## config.mk

```make
export PLATFORM = sky130hd
export DESIGN_NAME = exp_inverse_search_flat
export DESIGN_NICKNAME = d
export VERILOG_FILES = /design/src/rtl/exp_inverse_search_if.sv /design/src/rtl/exp_inverse_search.sv /design/src/flat_wrapper.sv
export SDC_FILE = /design/constraint.sdc
export NUM_CORES = 1
export LEC_CHECK = 0
export ABC_AREA = 1
export CAP_MARGIN = 20
export CORE_ASPECT_RATIO = 0.9
export CORE_UTILIZATION = 50
export CTS_CLUSTER_SIZE = 25
export DETAILED_ROUTE_END_ITERATION = 12
export PLACE_DENSITY = 0.8
export SETUP_SLACK_MARGIN = 0.3
export SLEW_MARGIN = 20
export SYNTH_ARGS = -nofsm -noshare
export SYNTH_HDL_FRONTEND = slang
export SYNTH_SLANG_ARGS = --single-unit
export TNS_END_PERCENT = 100
```

## constraint.sdc

```tcl
create_clock -name clk -period 4.4 [get_ports clk]
set_clock_uncertainty 0.05 [all_clocks]
set_input_delay 0.88 -clock clk [delete_from_list [all_inputs] [get_ports clk]]
set_output_delay 0.88 -clock clk [all_outputs]
set_load 0.1 [all_outputs]
```

## src/rtl/exp_inverse_search_if.sv

```systemverilog
// Request/result and table-lookup signals of the exponential-decay inverse search.
// The requester raises start with target while busy is low; lut_addr/lut_data form a zero-latency table port.
interface exp_inverse_search_if;
    logic       start;
    logic [7:0] target;
    logic [7:0] lut_addr;
    logic [7:0] lut_data;
    logic       busy;
    logic       done;
    logic [7:0] index;
    logic       miss;

    // Handshake: a request is accepted on any rising edge where start=1 and busy=0
    // (busy low is the ready signal). start while busy is dropped, never queued.
    // done pulses for one cycle when index/miss take their new values.
    modport master (
        output start,
        output target,
        input  lut_addr,
        output lut_data,
        input  busy,
        input  done,
        input  index,
        input  miss
    );

    modport slave (
        input  start,
        input  target,
        output lut_addr,
        input  lut_data,
        output busy,
        output done,
        output index,
        output miss
    );
endinterface

```

## src/rtl/exp_inverse_search.sv

```systemverilog
// Fixed-latency binary search over a 256-entry non-increasing decay table:
// returns the smallest address whose entry is <= target, or flags a miss.
module exp_inverse_search (
    input  logic                       clk,
    input  logic                       rst,
    exp_inverse_search_if.slave        bus,
    output logic [1:0]                 dbg_state
);

    typedef enum logic [1:0] {
        IDLE   = 2'd0,
        SEARCH = 2'd1,
        CHECK  = 2'd2,
        DONE   = 2'd3
    } state_t;

    state_t     state_q, state_d;
    logic [7:0] lo_q, lo_d;
    logic [7:0] hi_q, hi_d;
    logic [2:0] step_q, step_d;
    logic [7:0] target_q, target_d;
    logic [7:0] index_q, index_d;
    logic       miss_q, miss_d;

    logic [8:0] mid_sum;
    logic [7:0] mid;
    logic       entry_le;

    // 9-bit sum so lo+hi never wraps before halving.
    assign mid_sum  = {1'b0, lo_q} + {1'b0, hi_q};
    assign mid      = mid_sum[8:1];
    assign entry_le = (bus.lut_data <= target_q);

    always_ff @(posedge clk) begin
        if (rst) begin
            state_q  <= IDLE;
            lo_q     <= 8'd0;
            hi_q     <= 8'd255;
            step_q   <= 3'd0;
            target_q <= 8'd0;
            index_q  <= 8'd0;
            miss_q   <= 1'b0;
        end else begin
            state_q  <= state_d;
            lo_q     <= lo_d;
            hi_q     <= hi_d;
            step_q   <= step_d;
            target_q <= target_d;
            index_q  <= index_d;
            miss_q   <= miss_d;
        end
    end

    always_comb begin
        state_d      = state_q;
        lo_d         = lo_q;
        hi_d         = hi_q;
        step_d       = step_q;
        target_d     = target_q;
        index_d      = index_q;
        miss_d       = miss_q;
        bus.lut_addr = 8'd0;
        bus.done     = 1'b0;

        case (state_q)
            IDLE: begin
                if (bus.start) begin
                    target_d = bus.target;
                    lo_d     = 8'd0;
                    hi_d     = 8'd255;
                    step_d   = 3'd0;
                    state_d  = SEARCH;
                end
            end
            SEARCH: begin
                bus.lut_addr = mid;
                // lo<=hi holds throughout, so mid+1 only occurs with mid<=254.
                if (entry_le) begin
                    hi_d = mid;
                end else begin
                    lo_d = mid + 8'd1;
                end
                step_d = step_q + 3'd1;
                if (step_q == 3'd7) begin
                    state_d = CHECK;
                end
            end
            CHECK: begin
                bus.lut_addr = lo_q;
                index_d      = lo_q;
                miss_d       = ~entry_le;
                state_d      = DONE;
            end
            DONE: begin
                bus.done = 1'b1;
                state_d  = IDLE;
            end
            default: begin
                state_d = IDLE;
            end
        endcase
    end

    assign bus.busy  = (state_q != IDLE);
    assign bus.index = index_q;
    assign bus.miss  = miss_q;
    assign dbg_state = state_q;

endmodule

```

## src/flat_wrapper.sv

```systemverilog
// flat-port wrapper written by rule: the top's interface ports become plain ports
module exp_inverse_search_flat 
  (clk, rst, dbg_state, bus_start, bus_target, bus_lut_addr, bus_lut_data, bus_busy, bus_done, bus_index, bus_miss);
  exp_inverse_search_if bus_i ();
  input  logic clk;
  input  logic rst;
  output logic [1:0] dbg_state;
  input wire logic [$bits(bus_i.start)-1:0] bus_start;
  input wire logic [$bits(bus_i.target)-1:0] bus_target;
  output wire logic [$bits(bus_i.lut_addr)-1:0] bus_lut_addr;
  input wire logic [$bits(bus_i.lut_data)-1:0] bus_lut_data;
  output wire logic [$bits(bus_i.busy)-1:0] bus_busy;
  output wire logic [$bits(bus_i.done)-1:0] bus_done;
  output wire logic [$bits(bus_i.index)-1:0] bus_index;
  output wire logic [$bits(bus_i.miss)-1:0] bus_miss;
  assign bus_i.start = bus_start;
  assign bus_i.target = bus_target;
  assign bus_lut_addr = bus_i.lut_addr;
  assign bus_i.lut_data = bus_lut_data;
  assign bus_busy = bus_i.busy;
  assign bus_done = bus_i.done;
  assign bus_index = bus_i.index;
  assign bus_miss = bus_i.miss;
  exp_inverse_search u_core (.clk(clk), .rst(rst), .bus(bus_i), .dbg_state(dbg_state));
endmodule
```

; Word level (Yosys, flattened, before mapping)
; Index checks and enable logic that the tools add are counted.
; W data, S select, Z words.
[op_classes]
n_addsub = 3
magnitude_cmp = 1
eq_ne = 8
muxes = 13
n_bitwise = 1
reduce_logical = 8
[op_table]
columns = cell, n
row1 = $pmux W8 S2, 3
row2 = $mux W8, 4
row3 = $add A8 B8 Y9, 1
row4 = $add A8 B1 Y8 const B, 1
row5 = $le A8 B8 Y1, 1
row6 = $pmux W2 S4, 1
row7 = $pmux W3 S2, 1
row8 = $reduce_and A2 Y1, 3
row9 = $reduce_and A3 Y1, 2
row10 = $eq A2 B2 Y1 const B, 2
row11 = $mux W2, 2
row12 = $ne A2 B1 Y1 const B, 2
row13 = $ne A2 B2 Y1 const B, 2
row14 = $reduce_bool A2 Y1, 2
row15 = $add A3 B1 Y3 const B, 1
row16 = $eq A3 B3 Y1 const B, 1
row17 = $mux W3, 1
row18 = $eq A2 B1 Y1 const B, 1
row19 = $logic_not A2 Y1, 1
row20 = $mux W1, 1
row21 = $not A1 Y1, 1
[totals]
regBits = 38
inputBits = 19
output_inout_bits = 21
word_cells = 41

; Longest topological paths before layout
[logic_depth]
word_depth = 4
depth_mapped = 14
ltp_nobuf = 14

; Least setup slack after synthesis
; No wires, ideal clock.
[synth_timing]
kind = register to output
startpoint = register u_core.state_q[0] (netlist: u_core.dbg_state[0])
endpoint = output port bus_lut_addr[6]
arrival_time_ns = 3.242
t_required_ns = 3.470
path_slack_ns = 0.228
stages_incl_launch_ff = 5
path_buffers = 1
cell_sequence = dfxtp_1 -> ha_1 -> clkbuf_1 -> nand3_1 -> a21oi_1
[synth_via]
elab_chain_cells = 2
elab_cells_between_ends = 3
cone_classes = eq/ne (2) / mux (1)
[synth_rtl]
columns = element, line_no
row1 = start: declaration, exp_inverse_search.sv:17  ; state_t state_q, state_d;
row2 = start signal: assignment, exp_inverse_search.sv:44  ; state_q <= state_d;
row3 = $eq A2 B2 Y1 or $eq A2 B1 Y1 (tied branches), exp_inverse_search.sv:65  ; case (state_q)
row4 = $pmux W8 S2 (*), exp_inverse_search.sv:65
row5 = end: declaration, flat_wrapper.sv:10  ; output wire logic [$bits(bus_i.lut_addr)-1:0] bus_lut_addr;
; Mark *: on every way between the ends. The rest lies on a longest branch, timed or not.

; Worst setup path after layout
[layout_timing]
startpoint = register u_core.state_q[0] (netlist: u_core.dbg_state[0])
endpoint = output port bus_busy
[layout_via]
elab_chain_cells = 1
[layout_rtl]
columns = element, line_no
row1 = $reduce_bool A2 Y1, exp_inverse_search.sv:104  ; assign bus.busy = (state_q != IDLE);
row2 = end: declaration, flat_wrapper.sv:12  ; output wire logic [$bits(bus_i.busy)-1:0] bus_busy;
; Every way passes these cells.

==> qor.yml <==
timing.final.setup_violations: 0
floorplan.die_area_um2: 5001
final_cell_mix: "sky130_fd_sc_hd__nand2_1, sky130_fd_sc_hd__inv_1, sky130_fd_sc_hd__dfxtp_1"
place.gp.congestion: 0.8483
post-layout-total-power_w: 0.002023
diodes: 0
first_iter_violations: 126
worstSetupStartpointType: "flip-flop"
path_class: "reg2out"
numClockSinks: 38
rsz0062_at_grt: "false"
final_common_cell: "sky130_fd_sc_hd__nand2_1"
firstDrtPassIters: 4
detail_route.vias_per_cell: 5.291
h-tree-depth: 2
yosys_warnings: 0
grt_util_all_layers_pct: 25.21
fraction_of_layout_cells_with_a_size_suffix_above_1_pct: 14.02
crit_fanout: 4
largest_net_degree_at_the_start_of_global_routing: 21
antenna_found_initial: 0
port-buffer-count: 39
fin_nets: 415
num_io_pins: 40
place_ws_ps: 1468
grt_overflow_total: 0
post-route-drc-count: 0
initial_utilization_pct: 52.59
endpoint_kind: "primary output"
syn-num-nets: 376
synthesis.instances: 333
clock_tree.root_cell: "sky130_fd_sc_hd__clkbuf_8"
maxCapViolCount: 0
ant_nets: 0
register_area_share_after_synthesis_pct: 32.22
total_leakage_power_nw: 1.298
setup_slack_ps: 1139
outcome: "finished clean"
fp-row-count: 23
critPathArrivalTime_ps: 2330
yosys_register_bits: 38
holdBufCountCts: 0
number_of_different_library_cells_in_the_post_synthesis_netlist: 30
avgRoutedWirePerCell_um: 13.16
grt_pass1_wl_mm: 9.446
tritoncts.num_buffers: 5
power.density_nw_per_um2: 698.0
clk_latency_ps: 300
tritoncts: "done"
cts_setup_buffers: 0
die-width_um: 74.44
vdd_drop_max_mv: 0.3793
signed_area_change_from_the_synthesized_netlist_to_the_final_layout_pct: 22.73
post_layout_min_period_ps: 3261
synth_area_um2: 2361
min_period_over_period_pct: 74.12
cts.clk_slew.worst_paths_ps: 70
max-slew-margin-rel_pct: 33.15
grt_pass1_vias: 2112
core-area_um2: 4489
final.setup.tns_ps: 0
die_height_um: 67.19
timing.fmax_mhz: 306.6
clk_path_buf_depth: 2
worst_hold_path_type: "reg2reg"
cts_repair_resize_count: 0
worst_ep_required_time_ps: 3470
dp_hpwl_mm: 4.513
final-hold-violation-count: 0
worst_pin_slew_ps: 999.6
syn-mean-instance-area_um2: 7.090
maxSlewViolCount: 0
vias: 2291
routed_wirelength_mm: 5.698
==> critical path, stage by stage (launching register included) <==
cell                              delay, ps
sky130_fd_sc_hd__dfxtp_1                390
sky130_fd_sc_hd__inv_1                  120
sky130_fd_sc_hd__ha_1                   240
sky130_fd_sc_hd__inv_1                  130
sky130_fd_sc_hd__clkdlybuf4s50_1       1160
==> per-layer routing <==
| metal | vias to the layer above | GRT usage (%) | wire (um) |
|---|---|---|---|
| met2 | 60 | 39.53 | 2592 |
| met3 | 10 | 4.925 | 271 |
| met4 | 0 | 10.38 | 91 |
| li1 | 1174 | - | - |
| met1 | 1047 | 33.92 | 2742 |
| met5 | - | 0 | 0 |
==> metrics by stage <==
| stage | area (um2) | utilization (%) | hold WS (ps) | cells |
|---|---|---|---|---|
| after floorplan | 2391 | - | 378.9 | 333 |
| after detailed placement | 2815 | 62.71 | 404.5 | 427 |
| after global routing | 2898 | 64.55 | 427.1 | 433 |
| after global placement | 2815 | 62.71 | 399.5 | 427 |
| final | 2898 | 64.55 | 409.9 | 433 |
| after CTS | 2898 | 64.55 | 413.5 | 433 |
==> final timing paths <==
kind         slack (ps)                  end  cells past startpoint                start
max                1140             bus_busy                      4  u_core.dbg_state[0]
min                 410  u_core.bus.index[7]                      2  u_core.bus.index[7]
max reg2reg        2000       u_core.lo_q[4]                     10  u_core.dbg_state[0]
min reg2reg         410  u_core.bus.index[7]                      2  u_core.bus.index[7]
==> kinds of logic after synthesis <==
group	after synthesis	synth area share, %
compound gates	75	17.49
xor+xnor	1	0.3710
flops	38	32.22
simple gates	145	28.72
buf+inv	50	8.161
fa+ha+maj	24	13.04
==> Yosys cell counts (all sizes together) <==
cell type	n	share of area (%)
xnor2	1	0.37
dfxtp	38	32
a21oi	50	12
or2	2	0.53
nand3	22	5.5
o21ai	20	4.2
a211oi	1	0.32
nor3	7	1.5
nand2	92	17
buf	1	0.21
clkinv	1	0.21
o211ai	3	0.95
fa	1	0.85
inv	41	6.6
clkbuf	7	1.1
ha	23	12
a31oi	1	0.27
nor2	19	3.7
nand4	3	0.79
==> report_power, final <==
part / switching, W / total (W) / internal (W)
sequential: 0.0000408 / 0.000448 / 0.000407
clock: 0.000119 / 0.000240 / 0.000121
combinational: 0.000984 / 0.00133 / 0.000351
total: 0.00114 / 0.00202 / 0.000879
==> cell type report <==
type,instances,area [um2]
fillers,413,1592
multi-input cells,245,1438
flip-flops and latches,38,760.7
repair buffers,40,377.9
inverters,42,161.4
clock buffers,6,82.58
well taps,62,77.57
==> sequential cells by signal (all words and copies together) (netlist names) <==
name / flops
u_core.bus.index: 8
u_core.bus.miss: 1
u_core.dbg_state: 2
u_core.hi_q: 8
u_core.lo_q: 8
u_core.step_q: 3
u_core.target_q: 8
No activity file was read; power rests on OpenSTA's default activity.
